### src/rtl/motor_ramp_sequencer_pkg.sv
// Shared encodings for the motor ramp sequencer: duty width default and per-motor state codes.
`ifndef DUTY_CYCLE_SIZE
`define DUTY_CYCLE_SIZE 10
`endif
`ifndef MOTOR_ST_OFF
`define MOTOR_ST_OFF   2'd0
`define MOTOR_ST_RUN   2'd1
`define MOTOR_ST_DRAIN 2'd2
`define MOTOR_ST_DEAD  2'd3
`endif

package motor_ramp_sequencer_pkg;

    typedef enum logic [1:0] {
        ST_OFF   = `MOTOR_ST_OFF,
        ST_RUN   = `MOTOR_ST_RUN,
        ST_DRAIN = `MOTOR_ST_DRAIN,
        ST_DEAD  = `MOTOR_ST_DEAD
    } motor_st_e;

endpackage

### src/rtl/motor_ramp_sequencer_tick_prescaler.sv
// Divide-by-DIV event counter; used for the ramp tick and, clocked by ramp ticks, as the watchdog.
module tick_prescaler #(
    parameter int DIV = 2
) (
    input  logic clk,
    input  logic reset_n,
    input  logic clr,
    input  logic en,
    output logic tick
);
    localparam int CW = (DIV > 1) ? $clog2(DIV) : 1;

    logic [CW-1:0] cnt;

    assign tick = en && (cnt == CW'(DIV - 1));

    always_ff @(posedge clk or negedge reset_n) begin
        if (!reset_n) begin
            cnt <= '0;
        end else if (clr) begin
            cnt <= '0;
        end else if (en) begin
            cnt <= tick ? '0 : cnt + 1'b1;
        end
    end

endmodule

### src/rtl/motor_ramp_sequencer.sv
// Per-motor duty ramp / reversal sequencer with command watchdog and emergency stop.
// state | meaning
// OFF   | bridge disabled, waiting for an enabled target
// RUN   | enabled, duty slewing toward target
// DRAIN | ramping duty down before reversal or shutdown
// DEAD  | fully off for REV_HOLD ticks before re-enable
`ifndef DUTY_CYCLE_SIZE
`define DUTY_CYCLE_SIZE 10
`endif

module motor_ramp_sequencer #(
    parameter int N_MOTORS   = 8,
    parameter int IDX_W      = 3,
    parameter int DC_W       = `DUTY_CYCLE_SIZE,
    parameter int MAX_DUTY   = 900,
    parameter int RAMP_DIV   = 50000,
    parameter int RAMP_STEP  = 16,
    parameter int REV_HOLD   = 8,
    parameter int WDOG_TICKS = 500
) (
    input  logic                     clk,
    input  logic                     reset_n,
    input  logic                     cmd_valid,
    output logic                     cmd_ready,
    input  logic [IDX_W-1:0]         cmd_motor,
    input  logic                     cmd_dir,
    input  logic                     cmd_on,
    input  logic [DC_W-1:0]          cmd_duty,
    input  logic                     estop,
    output logic [N_MOTORS-1:0]      motor_dir,
    output logic [N_MOTORS-1:0]      motor_on,
    output logic [N_MOTORS*DC_W-1:0] motor_duty,
    output logic                     busy,
    output logic                     wdog_trip
);
    import motor_ramp_sequencer_pkg::*;

    localparam int SIDX_W = (N_MOTORS > 1) ? $clog2(N_MOTORS) : 1;
    localparam int HOLD_W = (REV_HOLD > 1) ? $clog2(REV_HOLD) : 1;
    localparam logic [DC_W:0]   STEP_EXT = (DC_W + 1)'(RAMP_STEP);
    localparam logic [DC_W-1:0] MAX_D    = DC_W'(MAX_DUTY);

    logic              ready_q, accept, ramp_tick, wd_tick, wd_fire, trip_q;
    logic              sweep_active;
    logic [SIDX_W-1:0] sweep_idx;
    logic [DC_W-1:0]   duty_clip;

    logic [N_MOTORS-1:0] tgt_on_q, tgt_dir_q, dir_q, on_q;
    logic [DC_W-1:0]     tgt_duty_q [N_MOTORS];
    logic [DC_W-1:0]     duty_q [N_MOTORS];
    logic [HOLD_W-1:0]   hold_q [N_MOTORS];
    motor_st_e           st_q [N_MOTORS];

    motor_st_e         cur_st, st_nxt;
    logic              cur_dir, cur_on, cur_tgt_on, cur_tgt_dir, rev, drain_zero;
    logic              dir_nxt, on_nxt;
    logic [DC_W-1:0]   cur_duty, cur_tgt_duty, duty_nxt;
    logic [HOLD_W-1:0] cur_hold, hold_nxt;
    logic [DC_W:0]     cur_ext, tgt_ext, up_sum, drain_val, ramp_val, start_val;

    assign cmd_ready = ready_q;
    assign busy      = sweep_active;
    assign wdog_trip = trip_q;
    assign motor_dir = dir_q;
    assign motor_on  = on_q;
    assign accept    = cmd_valid && ready_q;
    assign duty_clip = (cmd_duty > MAX_D) ? MAX_D : cmd_duty;
    assign wd_fire   = wd_tick && !accept;

    always_comb begin
        motor_duty = '0;
        for (int i = 0; i < N_MOTORS; i++) motor_duty[i*DC_W +: DC_W] = duty_q[i];
    end

    tick_prescaler #(.DIV(RAMP_DIV)) u_ramp_div (
        .clk(clk), .reset_n(reset_n), .clr(1'b0), .en(1'b1), .tick(ramp_tick)
    );

    generate
        if (WDOG_TICKS > 0) begin : g_wdog
            tick_prescaler #(.DIV(WDOG_TICKS)) u_wdog (
                .clk(clk), .reset_n(reset_n), .clr(accept), .en(ramp_tick), .tick(wd_tick)
            );
        end else begin : g_no_wdog
            assign wd_tick = 1'b0;
        end
    endgenerate

    always_ff @(posedge clk or negedge reset_n) begin
        if (!reset_n) begin
            ready_q      <= 1'b0;
            trip_q       <= 1'b0;
            sweep_active <= 1'b0;
            sweep_idx    <= '0;
        end else begin
            ready_q <= !estop;
            if (accept)       trip_q <= 1'b0;
            else if (wd_fire) trip_q <= 1'b1;
            // a tick landing on the final slot must still start the next sweep
            if (estop) begin
                sweep_active <= 1'b0;
                sweep_idx    <= '0;
            end else if (sweep_active && sweep_idx != SIDX_W'(N_MOTORS - 1)) begin
                sweep_idx <= sweep_idx + 1'b1;
            end else if (ramp_tick) begin
                sweep_active <= 1'b1;
                sweep_idx    <= '0;
            end else begin
                sweep_active <= 1'b0;
            end
        end
    end

    always_ff @(posedge clk or negedge reset_n) begin
        if (!reset_n) begin
            tgt_on_q  <= '0;
            tgt_dir_q <= '0;
            for (int i = 0; i < N_MOTORS; i++) tgt_duty_q[i] <= '0;
        end else if (estop) begin
            tgt_on_q  <= '0;
            tgt_dir_q <= '0;
            for (int i = 0; i < N_MOTORS; i++) tgt_duty_q[i] <= '0;
        end else begin
            if (wd_fire) tgt_on_q <= '0;
            for (int i = 0; i < N_MOTORS; i++) begin
                if (accept && cmd_motor == IDX_W'(i)) begin
                    tgt_on_q[i]   <= cmd_on;
                    tgt_dir_q[i]  <= cmd_dir;
                    tgt_duty_q[i] <= duty_clip;
                end
            end
        end
    end

    // Shared ramp datapath, muxed by sweep slot
    always_comb begin
        cur_st       = st_q[sweep_idx];
        cur_dir      = dir_q[sweep_idx];
        cur_on       = on_q[sweep_idx];
        cur_duty     = duty_q[sweep_idx];
        cur_hold     = hold_q[sweep_idx];
        cur_tgt_on   = tgt_on_q[sweep_idx];
        cur_tgt_dir  = tgt_dir_q[sweep_idx];
        cur_tgt_duty = tgt_duty_q[sweep_idx];
        cur_ext      = {1'b0, cur_duty};
        tgt_ext      = {1'b0, cur_tgt_duty};
        up_sum       = cur_ext + STEP_EXT;
        drain_val    = (cur_ext > STEP_EXT) ? cur_ext - STEP_EXT : '0;
        drain_zero   = (drain_val == '0);
        start_val    = (tgt_ext < STEP_EXT) ? tgt_ext : STEP_EXT;
        rev          = !cur_tgt_on || (cur_tgt_dir != cur_dir);
        if (cur_ext < tgt_ext)                  ramp_val = (up_sum > tgt_ext) ? tgt_ext : up_sum;
        else if (cur_ext - tgt_ext > STEP_EXT)  ramp_val = cur_ext - STEP_EXT;
        else                                    ramp_val = tgt_ext;
    end

    always_ff @(posedge clk or negedge reset_n) begin
        if (!reset_n) begin
            dir_q <= '0;
            on_q  <= '0;
            for (int i = 0; i < N_MOTORS; i++) begin
                st_q[i]   <= ST_OFF;
                duty_q[i] <= '0;
                hold_q[i] <= '0;
            end
        end else if (estop) begin
            on_q <= '0;
            for (int i = 0; i < N_MOTORS; i++) begin
                st_q[i]   <= ST_OFF;
                duty_q[i] <= '0;
                hold_q[i] <= '0;
            end
        end else if (sweep_active) begin
            st_q[sweep_idx]   <= st_nxt;
            hold_q[sweep_idx] <= hold_nxt;
            dir_q[sweep_idx]  <= dir_nxt;
            on_q[sweep_idx]   <= on_nxt;
            duty_q[sweep_idx] <= duty_nxt;
        end
    end

    always_comb begin
        st_nxt   = cur_st;
        hold_nxt = cur_hold;
        case (cur_st)
            ST_OFF:   if (cur_tgt_on) st_nxt = ST_RUN;
            ST_RUN:   if (rev) st_nxt = drain_zero ? ST_DEAD : ST_DRAIN;
            ST_DRAIN: if (drain_zero) st_nxt = ST_DEAD;
            ST_DEAD: begin
                if (cur_hold == HOLD_W'(REV_HOLD - 1)) st_nxt = ST_OFF;
                else hold_nxt = cur_hold + 1'b1;
            end
            default:  st_nxt = ST_OFF;
        endcase
        if (st_nxt == ST_DEAD && cur_st != ST_DEAD) hold_nxt = '0;
    end

    always_comb begin
        dir_nxt  = cur_dir;
        on_nxt   = cur_on;
        duty_nxt = cur_duty;
        case (cur_st)
            ST_OFF: begin
                if (cur_tgt_on) begin
                    dir_nxt  = cur_tgt_dir;
                    on_nxt   = 1'b1;
                    duty_nxt = start_val[DC_W-1:0];
                end else begin
                    on_nxt   = 1'b0;
                    duty_nxt = '0;
                end
            end
            ST_RUN: begin
                if (rev) begin
                    on_nxt   = !drain_zero;
                    duty_nxt = drain_val[DC_W-1:0];
                end else begin
                    duty_nxt = ramp_val[DC_W-1:0];
                end
            end
            ST_DRAIN: begin
                on_nxt   = !drain_zero;
                duty_nxt = drain_val[DC_W-1:0];
            end
            default: begin
                on_nxt   = 1'b0;
                duty_nxt = '0;
            end
        endcase
    end

endmodule

### config.mk
export PLATFORM = sky130hd
export DESIGN_NAME = motor_ramp_sequencer
export DESIGN_NICKNAME = d
export VERILOG_FILES = /design/src/rtl/motor_ramp_sequencer_pkg.sv /design/src/rtl/motor_ramp_sequencer_tick_prescaler.sv /design/src/rtl/motor_ramp_sequencer.sv
export SDC_FILE = /design/constraint.sdc
export NUM_CORES = 1
export LEC_CHECK = 0
export BUFFER_PORTS_ARGS = -buffer_cell sky130_fd_sc_hd__buf_2
export CORE_MARGIN = 2
export CORE_UTILIZATION = 40
export CTS_BUF_LIST = sky130_fd_sc_hd__clkbuf_8 sky130_fd_sc_hd__clkbuf_16
export CTS_CLUSTER_SIZE = 10
export DETAILED_ROUTE_END_ITERATION = 16
export SLEW_MARGIN = 20
export SYNTH_ARGS = -nofsm -noshare
export SYNTH_HDL_FRONTEND = slang
export SYNTH_SLANG_ARGS = --single-unit
### constraint.sdc
create_clock -name clk -period 11.4 [get_ports clk]
set_clock_uncertainty 0.15 [all_clocks]
set_input_delay 2.28 -clock clk [delete_from_list [all_inputs] [get_ports clk]]
set_output_delay 2.28 -clock clk [all_outputs]
set_load 0.05 [all_outputs]
==> summary by stage, run 1 <==
Pwr
The switching power is 0.4495 mW. Cell internal power was estimated by the tool at 1.425 mW. Net switching is 23.98% of the power. The power per standard cell area is 120.9 mW/mm2. The share of total power in the clock network is 44.3%.

In this run the static leakage power is 7.037 nW. The power after layout is 1.875 mW. The highest ir drop seen on vdd is 0.0001147 V. In this run, the combinational gates consume 5.5% of the power. Of the total power, registers draw 50.2%.

Global routing
The via count of the first global-routing pass is 11160. Global routing consumed, on the met2 layer, 38.60% of the routing resources. The busiest layer in global routing is met2. The number of antenna violations at the first check in global routing is 0. The first-pass GRT wire length is 68.30 mm.

The global-route met1 utilization is 35.38%. In the global route stage, met3 resource usage came out at 3.262%. The pin count of the biggest net entering global routing is 101. The global-route total usage across every layer is 24.50%. Global routing finished with a remaining overflow of 0.

Routing
Wires add up to 44.20 mm. The overall via count from detail_route is 11520. Before antenna repair, the detailed router went through 7 iterations.

The starting DRC count in detailed routing is 964. The number of nets with antenna violations after routing is 0. In the final routed layout, each cell accounts on average for 23.01 um. The number of remaining DRC errors is 0. The number of vias per cell is 5.995.

Worst hold path
The number of stages on the worst hold path is 1. The worst hold path terminates at u_ramp_div.cnt[0]. The min-delay analysis places its worst path in the category reg -> reg. The worst hold path begins at u_ramp_div.cnt[0].

Setup path
The worst setup path is captured at a register. The biggest fanout along the worst timing path is 58. The worst reg2reg path endpoint is motor_duty[9]. Setup slack on the worst reg-to-reg path comes out at 4.87 ns.

The number of cells on the worst reg-to-reg path is 19. The worst register-to-register path begins at sweep_idx[0]. The sort of element at the start of the critical path is a register. For the worst setup path, the data arrival time is 6.77 ns. The worst path required time is 11.65 ns. The type of the worst setup path is reg -> reg.

Clock tree
The clock latency on the worst-skew pair is 0.56 ns. The tree built by TritonCTS fans out to 263 sinks. No sink is reached through more buffers than the 3 on the longest clock path. After clock tree synthesis, the clock-pin slew on the worst setup and hold paths is 0.06 ns. After clock tree synthesis, the flow added hold-fix buffers numbering 0. The number of clock buffers added by TritonCTS is 30. The number of buffers inserted to repair setup after CTS is 0. TritonCTS built the clock tree. The root buffer cell is clkbuf_16. In this run the number of H-tree levels came out at 1. Post-CTS repair changed the size of 0 cells.

Synth
After technology mapping, the gate count stands at 1371. For this run, the number of Yosys warnings is 0. Synthesis produced a netlist with a net count of 1415. The most used flip-flop cell after synthesis is dfrtp_1. The sequential share of the synthesized area is 48.07%. Counting flops and latches in the post-synthesis netlist gives 263. The distinct cell type count of the synthesized netlist is 91. The mapped netlist covers 0.01369 mm2. In the synthesized netlist the async set-or-reset flop fraction comes to 100.0%.

The average instance in the mapped netlist occupies 9.986 um2. The count of flip-flops with a built-in enable after synthesis is 0.

STA
The final critical-path required period is 6.527 ns. The tightest slew margin relative to the limit is 27.83%. The total negative slack is 0 ns. Setup repair after global routing left no endpoint under its margin.

For the pin with the worst max-slew slack, the measured transition is 1.079 ns. The fmax is 153.2 MHz. The hold slack is 0.3139 ns. The total of endpoints with negative setup slack in the final report is 0. The count of pins over their slew limit was 0.

The final count of hold timing violations was 0. The final cycle utilization of the critical path is 57.25%. The post-layout worst setup margin is 4.873 ns.

Floorplan
The floorplan step set the die height to 189.0 um. The initial utilization of the core area, before any placement, comes to 40.73%. The total die area is 0.03572 mm2.

The I/O pin count is 118. The floorplan core area is 0.03362 mm2. The horizontal extent of the die is 189.0 um.

The total number of placement rows is 67.

Placed design
Buffers placed on the I/O ports in this run total 117. The cell area reported after detailed placement is 0.01471 mm2. The number of placed instances, taps included, is 1883.

The pre-CTS worst setup slack is 5.029 ns. The last weighted congestion value of the routability-driven placer is 1.012. The placed wire-length estimate after detailed placement is 29.63 mm.

Layout
The share of cells above drive strength 1 is 17.72%. The finished cells cover 0.01550 mm2. The synthesis-to-layout area growth is 13.22%.

Fill cells in the final layout number 3228. Measured on the finished design, the core utilization comes to 46.11%. For this run, the post-layout net count is 1511. The repair_antennas step left the layout with diodes totalling 0. For this run, the number of standard cells in the final layout without fillers is 1921.

Flow run
The number of violations of the max-capacitance limit is 0.

Outcome
The flow ran to the end, and the final reports show no timing, DRC or antenna violations.
-- routing by layer --
| layer | wire length [um] | share of wire, % |
|---|---|---|
| met4 | 1180 | 2.7 |
| met2 | 20370 | 46 |
| met5 | 0 | 0 |
| met1 | 19860 | 45 |
| met3 | 2783 | 6.3 |
-- worst max-delay path by stage --
stage | from | end | slack, ns | depth (start not counted)
3_5_place_dp | sweep_idx[0] | motor_duty[9] | 5.03 | 19
6_report | sweep_idx[0] | motor_duty[9] | 4.87 | 19
4_1_cts | sweep_idx[0] | motor_duty[9] | 4.95 | 19
3_3_place_gp | sweep_idx[0] | motor_duty[39] | 5.23 | 19
5_1_grt | sweep_idx[0] | motor_duty[9] | 4.39 | 19
2_1_floorplan | sweep_idx[1] | motor_duty[74] | 6.43 | 18
-- synth_stat cells (all sizes together) (5+ instances only) --
cell type	instances	share of area, %
o22ai	8	0.81
nor2b	14	0.64
a22oi	14	0.77
mux4	25	4.1
inv	24	0.66
dfrtp	263	48
and2	11	0.50
xnor2	14	0.90
a21o	8	0.44
nand2b	9	0.41
ha	24	2.2
nand4	9	0.41
mux2	15	1.2
nor4	5	0.27
mux2i	35	2.7
a221oi	19	1.3
buf	32	1.6
nand3	95	3.5
nand2	215	5.9
a21oi	66	2.5
xor2	16	1.0
and3	11	0.50
a31oi	7	0.37
clkbuf	47	1.3
o21ai	142	5.3
a22o	66	4.2
nor2	66	1.8
nor3	11	0.40
a211oi	6	0.33
or2	8	0.37
o31ai	11	0.60
o21a	5	0.34
-- power by group through the flow --
stage          Combinational [mW]  Sequential (mW)  Clock [mW]
6_report                    0.103            0.941       0.831
3_3_place_gp                0.102            0.957           0
2_1_floorplan              0.0534            0.957           0
4_1_cts                     0.103            0.941       0.841
3_5_place_dp                0.103            0.957           0
5_1_grt                     0.113            0.941       0.879
-- cell type report --
cell class	instances	area, um2	area share (%)
Clock inverter	8	43.79	0.2825
Sequential cell	263	6588	42.50
Timing Repair Buffer	143	790.8	5.101
Multi-Input combinational cell	1004	6674	43.05
Tap cell	448	560.5	3.616
Clock buffer	30	750.7	4.843
Inverter	25	93.84	0.6054
-- placed cells by master, fill, tap and decap left out, types with 4 or more instances in the layout --
| cell | netlist | final |
|---|---|---|
| a211oi_1 | 6 | 6 |
| o31ai_1 | 11 | 11 |
| mux4_2 | 25 | 25 |
| nor2_1 | 65 | 64 |
| dfrtp_1 | 263 | 260 |
| nor2b_1 | 14 | 14 |
| and2_1 | 10 | 10 |
| nor3_1 | 11 | 11 |
| a211o_1 | 4 | 4 |
| mux2_2 | 13 | 13 |
| a21o_1 | 8 | 8 |
| xnor2_1 | 14 | 14 |
| o21ai_1 | 7 | 7 |
| a22o_1 | 66 | 66 |
| o221ai_1 | 4 | 4 |
| buf_4 | 3 | 26 |
| inv_1 | 23 | 29 |
| xor2_1 | 16 | 16 |
| buf_2 | 9 | 116 |
| nand4_1 | 9 | 9 |
| nand3_1 | 95 | 95 |
| nand2b_1 | 9 | 9 |
| a31oi_2 | 1 | 5 |
| a221oi_1 | 17 | 17 |
| o22ai_4 | 4 | 4 |
| and3b_1 | 4 | 4 |
| o21ai_0 | 132 | 132 |
| or3_1 | 4 | 4 |
| nand2_1 | 215 | 215 |
| mux2i_1 | 33 | 33 |
| a21oi_1 | 65 | 61 |
| clkbuf_16 | 0 | 30 |
| and3_1 | 11 | 11 |
| a21oi_2 | 0 | 4 |
| a22oi_1 | 14 | 14 |
| ha_1 | 24 | 24 |
| or2_2 | 6 | 6 |
-- state kept, by name, summed over array words and instances, names as in the netlist --
| register | cells |
|---|---|
| tgt_duty_q | 80 |
| busy | 1 |
| wdog_trip | 1 |
| cmd_ready | 1 |
| tgt_dir_q | 8 |
| st_q | 16 |
| motor_on | 8 |
| motor_dir | 8 |
| hold_q | 24 |
| g_wdog.u_wdog.cnt | 9 |
| u_ramp_div.cnt | 16 |
| tgt_on_q | 8 |
| sweep_idx | 3 |
| motor_duty | 80 |
-- cell families (layout without fill, tap and decap cells) --
kind of cell               Yosys count  after routing  synth area share, %
and+or+nand+nor                    480            480                16.25
AOI/OAI and AO/OA                  394            394                19.86
DFF                                263            263                48.07
buffers and inverters              104            206                3.537
muxes                               75             75                8.024
xor gates and xnor gates            30             30                1.919
adders and majority gates           25             25                2.340
-- critical path, stage by stage, from the launching register on --
cell       delay (ns)
dfrtp_4          0.65
buf_4            0.75
inv_1            0.62
mux4_2           0.47
or2_2            0.34
inv_1            0.11
ha_1             0.15
inv_1            0.06
a211oi_1         0.25
nand2_1          0.11
xnor2_1          0.20
ha_1             0.35
nand3_1          0.11
o32ai_1          0.34
a31o_2           0.20
nand2_1          0.11
a2bb2oi_1        0.37
o221ai_1         0.18
a21oi_1          0.53
o21ai_0          0.20
No activity file was read; power rests on OpenSTA's default activity.
==> inputs of run 2 (changes only) <==
clock period = 6.6 ns   (was 11.4 ns; I/O delays follow)
==> run 2 against run 1 <==
Worst hold slack got worse by 0.0077 ns. Power rose by 73%. Via count rose by 1.3%. Non-clock buffer count rose by 7. Critical path type unchanged.
==> summary by stage, run 2 (same netlist as run 1, synthesis figures left out) <==
Outcome
The run finished with clean final reports.

Routing
The first routing iteration left 1042 violations. Before antenna repair, the detailed router went through 8 iterations. The total routed wirelength is 45.80 mm. The routed length per placed instance is 23.74 um. The number of remaining DRC errors is 0. The number of vias per cell is 6.050. The number of nets with antenna violations after routing is 0.

Summing over every cut layer, the via total after detailed routing is 11670.

Flow run
Max-cap violations in this run came to 0.

STA
Setup repair after global routing left no endpoint under its margin. The count of pins over their slew limit is 0. The fmax is 173.7 MHz. Setup violations remaining at the end of the flow were counted as 0.

Setup slack closes at 0.8435 ns. In the final timing run, aggregate negative setup slack is 0 ns. Headroom to the max-slew limit came out at 36.00%. The worst path uses 87.22% of the clock period. The final count of hold timing violations is 0.

At the pin with the least slew margin, the transition time is 0.9573 ns. The final critical-path required period is 5.757 ns.

Clock tree
The clock-pin slew reported for the worst setup and hold paths after clock tree synthesis is 0.06 ns. The number of buffers created by CTS is 30. The root buffer cell is clkbuf_16. Counting along the longest clock path gives a buffer depth of 3. The total clock sinks is 263.

The number of buffers inserted to repair setup after CTS is 0. In this run the number of H-tree levels came out at 1. For this design, the CTS-stage hold fixing added 0 buffers. The number of gates resized after CTS was 0. The TritonCTS clock tree is yes. The clock latency on the worst-skew pair is 0.57 ns.

Pwr
The switching power is 0.7832 mW. The share of total power in the clock network is 44.3%. The switching share of total power is 24.13%. The total internal power is 2.462 mW. The completed layout was analyzed and its total power is 3.245 mW. The leakage power is 7.087 nW. The part of the total power dissipated in sequential elements is 50.1%. The share of total power dissipated in combinational logic is 5.6%.

The power per standard cell area is 208.0 mW/mm2. IR analysis of the VDD net gives a maximum drop of 0.0001906 V.

Floorplan
In this run the horizontal extent of the chip is 189.0 um. Once the floorplan was initialized, standard cells occupied 40.73% of the core. The die covers 0.03572 mm2.

The initialized floorplan defines 67 standard-cell rows. The I/O pin count is 118. The total area inside the core boundary comes to 0.03362 mm2. The y dimension of the die is 189.0 um.

Layout
The net count of the finished layout is 1518. The register area is 0.006588 mm2. The post-route netlist has 18.10% of its cells at a drive strength greater than 1.

The utilization of the core after routing is 46.41%. The final-layout fill cell count is 3192. The repair_antennas step left the layout with diodes totalling 0. Leaving out fill and tap cells, the most frequent cell in the layout is dfrtp_1. Leaving out fill and tap cells, the most frequent cells in the layout are 260 x dfrtp_1, 215 x nand2_1, 132 x o21ai_0, 116 x buf_2, 95 x nand3_1. The number of cells in the finished layout apart from fillers is 1929. Relative to the synthesized area, the layout overhead comes to 13.95%.

In the final layout, the multi-input gates occupy 0.006693 mm2.

Global routing
The number of antenna violations at the first check in global routing came to 0. In the global route stage, overall resource usage came out at 25.37%. Entering global routing, the biggest net connects 135 pins. The first-pass GRT wire length is 69.70 mm. The total congestion overflow is 0. The via count of the first global-routing pass is 11260.

Setup path
The biggest fanout along the worst timing path is 38. The worst setup path is captured at a register. The delay of the slowest cell on the worst path is 0.96 ns.

STA puts the critical path data arrival time at 6.03 ns. STA puts the critical path data required time at 6.87 ns. The setup path with the least slack is of type reg -> reg. The worst setup path is launched from a register. Traced cell by cell, the critical path runs through buf_4 -> and2_0 -> a221oi_1 -> nor2_1 -> a221oi_1 -> buf_4 -> ha_1 -> o21ai_0 -> a222oi_1 -> o2111ai_1 -> nand4b_1 -> o21ai_1 -> mux2_2 -> a221oi_2 -> o21ai_0. The largest delay contributor family on the critical path is compound AO/OA/AOI/OAI gates. Together, buffers and inverters on the worst path number 2. On the critical path, the stage with the largest delay is an instance of dfrtp_2. Setup slack on the worst reg-to-reg path comes out at 0.84 ns.

Placed design
Detailed placement finished with a half-perimeter wire length of 31.05 mm. The pre-CTS worst setup slack is 1.027 ns. At the end of routability-driven placement, the weighted congestion stood at 0.9237.

The cell count after placement is 1890. In this run the tool buffered the top-level ports with 117 buffer cells.

Worst hold path
The path class of the tightest hold or removal check is reg -> reg.
## run 2: changes by cell type in the layout (fill, tap and decap cells not counted), sizes merged
cell,previous run,this run
clkinv,3,2
inv,30,32
buf,143,150
## run 2: worst register-to-register path: stages (launching register included)
cell       delay (ns)
dfrtp_2          0.96
buf_4            0.40
and2_0           0.50
a221oi_1         0.18
nor2_1           0.14
a221oi_1         0.05
buf_4            0.21
ha_1             0.41
o21ai_0          0.23
a222oi_1         0.38
o2111ai_1        0.17
nand4b_1         0.33
o21ai_1          0.41
mux2_2           0.39
a221oi_2         0.54
o21ai_0          0.16
## run 2: per-layer routing
layer	track usage, %	part of all wire (%)	wire length (um)	vias up
met1	36.05	43	19860	5814
met2	39.03	45	20740	547
met5	0	0	0	-
li1	-	-	-	5222
met3	4.727	8.1	3707	88
met4	8.504	3.2	1486	0
## run 2: through the flow
stage	hold slack, ns	area (um2)
floorplan	0.2751	13690
global placement	0.2916	14780
detailed placement	0.2988	14800
CTS	0.3057	15600
global route	0.3371	15600
finish	0.3062	15600
## run 2: worst paths after layout
| check | start | endpoint | cells after the start |
|---|---|---|---|
| hold reg to reg | u_ramp_div.cnt[0] | u_ramp_div.cnt[0] | 1 |
| setup / recovery | sweep_idx[2] | motor_duty[14] | 15 |
| max in group asynchronous | reset_n | tgt_duty_q[28] | 2 |
| hold / removal | u_ramp_div.cnt[0] | u_ramp_div.cnt[0] | 1 |
| setup reg to reg | sweep_idx[2] | motor_duty[14] | 15 |
| min in group asynchronous | reset_n | motor_duty[25] | 1 |
## run 2: area by class of cell
cell class / instances / area share, %
Timing Repair Buffer: 150 / 5.566
Multi-Input combinational cell: 1004 / 42.90
Inverter: 25 / 0.6015
Clock buffer: 30 / 4.812
Tap cell: 448 / 3.593
Clock inverter: 9 / 0.2968
Sequential cell: 263 / 42.23
## run 2: power groups by stage
stage          sequential, mW  combinational (mW)  clock, mW
2_1_floorplan            1.65              0.0922          0
3_3_place_gp             1.65               0.182          0
3_5_place_dp             1.65               0.181          0
4_1_cts                  1.63               0.182       1.46
5_1_grt                  1.63               0.199       1.52
6_report                 1.63               0.183       1.44
==> inputs of run 3 (changes only) <==
GPL_TIMING_DRIVEN = 0   (was not set)
==> run 3 against run 2 <==
Sequential power barely moved. Power increased by 1.3%. Final cell count increased by 1.9%.
==> summary by stage, run 3 (same netlist as run 1, synthesis figures left out) <==
Clock tree
The clock-pin slew reported for the worst setup and hold paths after clock tree synthesis is 0.06 ns. The root buffer cell is clkbuf_16. The clock reaches the later pin of the worst-skew pair after 0.56 ns. The count of hold-fix buffers inserted at cts is 0. CTS built an H-tree with a depth of 1. The longest clock path from root to sink contains 3 buffers.

The total clock sinks is 263. TritonCTS created 30 clock buffers. The TritonCTS clock tree is yes. Buffers added to address setup during post-CTS repair amount to 0.

Worst hold path
The number of stages on the worst hold path is 1. In this run the worst hold path is classified as reg -> reg. The launch point of the worst hold path is u_ramp_div.cnt[0]. The end point of the worst hold path is u_ramp_div.cnt[0].

Pwr
The power per standard cell area is 208.9 mW/mm2. The total internal power is 2.493 mW. Net switching is 24.18% of the power.

For this design the total switching power over the nets is 0.7949 mW. The logic gate share of total power is 5.8%. The highest ir drop seen on vdd is 0.0001866 V.

The leakage power is 7.093 nW. The design draws 3.287 mW. The share of total power in the clock network is 44.7%.

The part of the total power dissipated in sequential elements is 49.4%.

Floorplan
In this run the count of I/O pins placed on the die edge is 118. The die is 189.0 um tall. The die is 189.0 um wide. The total number of placement rows is 67. The total area inside the core boundary comes to 0.03362 mm2. The floorplan step defined a die boundary enclosing 0.03572 mm2. The initial core utilization is 40.73%.

Setup path
The delay of the slowest cell on the worst path is 0.46 ns. The largest delay contributor family on the critical path is buffers and inverters. The worst setup path is launched from a register.

The worst setup path is captured at a register. The total buffers and inverters traversed by the critical path is 7. The type of the worst setup path is reg -> reg. The worst reg2reg path endpoint is motor_duty[74]. At the worst endpoint, the required time is 6.88 ns. The standard cell with the maximum stage delay on the critical path is a221oi_4.

The signal on the critical path passes through buf_6 -> buf_2 -> buf_2 -> buf_2 -> buf_2 -> mux4_2 -> nand2_1 -> and2_1 -> inv_1 -> ha_1 -> inv_1 -> fa_1 -> nand2b_1 -> nor2b_1 -> nor4_1 -> o32ai_1 -> nand4b_1 -> o21ai_2 -> mux2_2 -> a221oi_4 -> o21ai_0. The biggest fanout along the worst timing path is 10. The startpoint identified for the worst register-to-register timing path is sweep_idx[2]. The arrival time of the worst setup path is 6.55 ns.

The worst setup slack for register-to-register paths is 0.32 ns. The cell that appears most often on the critical path is buf_2. The worst register-to-register path has a depth of 21.

Routing
The overall via count from detail_route is 12030. The routed length per placed instance is 24.84 um. Using the TritonRoute via totals, the vias-per-cell ratio works out to 6.123. The first-pass iteration count of the detailed router is 6. The starting DRC count in detailed routing is 1287. The detail route stage leaves a number of antenna-violating nets equal to 0.

The number of remaining DRC errors is 0. The total routed wirelength is 48.82 mm.

Global routing
The total congestion overflow is 0. The number of antenna violations at the first check in global routing is 1. The via count of the first global-routing pass was 11700. Entering global routing, the biggest net connects 98 pins.

The global-route total usage across every layer is 27.38%. The first global-routing pass estimated 74.31 mm of wire.

Layout
The most common cell after layout, fill and taps aside is dfrtp_1. In the layout the commonest cells are 263 x dfrtp_1, 215 x nand2_1, 132 x o21ai_0, 120 x buf_2, 95 x nand3_1. The number of cells in the finished layout apart from fillers is 1965. Fill cells in the final layout number 3252. The synthesis-to-layout area growth is 14.96%. The final layout net count is 1557. The share of cells above drive strength 1 is 16.82%.

STA
Static timing analysis puts the maximum clock frequency at 159.3 MHz. Setup repair after global routing left no endpoint under its margin. At the pin with the least slew margin, the transition time is 1.230 ns. The worst path uses 95.09% of the clock period. The total of endpoints with negative setup slack in the final report is 0.

The final critical-path required period is 6.276 ns. The final count of hold timing violations is 0. The tightest slew margin relative to the limit is 17.71%. The count of pins over their slew limit was 0.

Placed design
The placed wire-length estimate after detailed placement is 33.89 mm. The number of buffer cells added on primary ports is 109. The cell count after placement is 1931. Routability-driven placement finished with a final weighted congestion of 0.9430.

Outcome
The run finished with clean final reports.

Flow run
The number of violations of the max-capacitance limit is 0.
## run 3: metrics by stage
step | setup WS [ns] | cell area [um2] | hold WS [ns] | util (%) | TNS [ns]
after floorplan | 1.632 | 13690 | 0.2751 | - | 0
after global placement | -0.8432 | 14800 | 0.3019 | 44.02 | -217.53
after detailed placement | -0.3275 | 14880 | 0.3163 | 44.26 | -5.876
after CTS | 0.06111 | 15700 | 0.3243 | 46.71 | 0
after global routing | 0.06752 | 15740 | 0.3441 | 46.82 | 0
final | 0.3239 | 15740 | 0.3133 | 46.82 | 0
## run 3: power by group through the flow
stage / clock [mW] / combinational (mW) / sequential [mW]
2_1_floorplan: 0 / 0.0922 / 1.65
3_3_place_gp: 0 / 0.180 / 1.65
3_5_place_dp: 0 / 0.185 / 1.65
4_1_cts: 1.48 / 0.186 / 1.62
5_1_grt: 1.56 / 0.209 / 1.62
6_report: 1.47 / 0.191 / 1.63
## run 3: worst max path at each step
stage                     slack (ns)         start              to  depth (start not counted)
after global placement         -0.84       reset_n  tgt_duty_q[34]                          1
after global routing            0.07  sweep_idx[2]  motor_duty[74]                         21
after floorplan                 1.63  sweep_idx[1]  motor_duty[74]                         18
after detailed placement       -0.33  sweep_idx[1]  motor_duty[59]                         18
final                           0.32  sweep_idx[2]  motor_duty[74]                         21
after CTS                       0.06  sweep_idx[2]  motor_duty[74]                         21
## run 3: routing by layer
metal	share of wire (%)	track usage [%]	up-vias
li1	-	-	5298
met4	3.4	9.706	0
met1	45	40.91	6010
met2	43	39.43	613
met5	0	0	-
met3	8.8	5.209	110
## run 3: layout make-up
cell class / count / area (um2) / share of cell area [%]
antenna: 1 / 2.502 / 0.01590
clock buffer: 32 / 789.5 / 5.016
timing repair buffer: 112 / 615.6 / 3.911
sequential: 263 / 6581 / 41.82
tap: 448 / 560.5 / 3.562
multi-input combinational: 1004 / 6696 / 42.55
buffer: 77 / 386.6 / 2.456
clock inverter: 3 / 12.51 / 0.07950
inverter: 25 / 93.84 / 0.5962
## run 3: what timing repair did
item                       4_1_cts  5_1_grt
gates resized for setup          7        7
setup endpoints to repair       32       22
pin swaps                        0        0
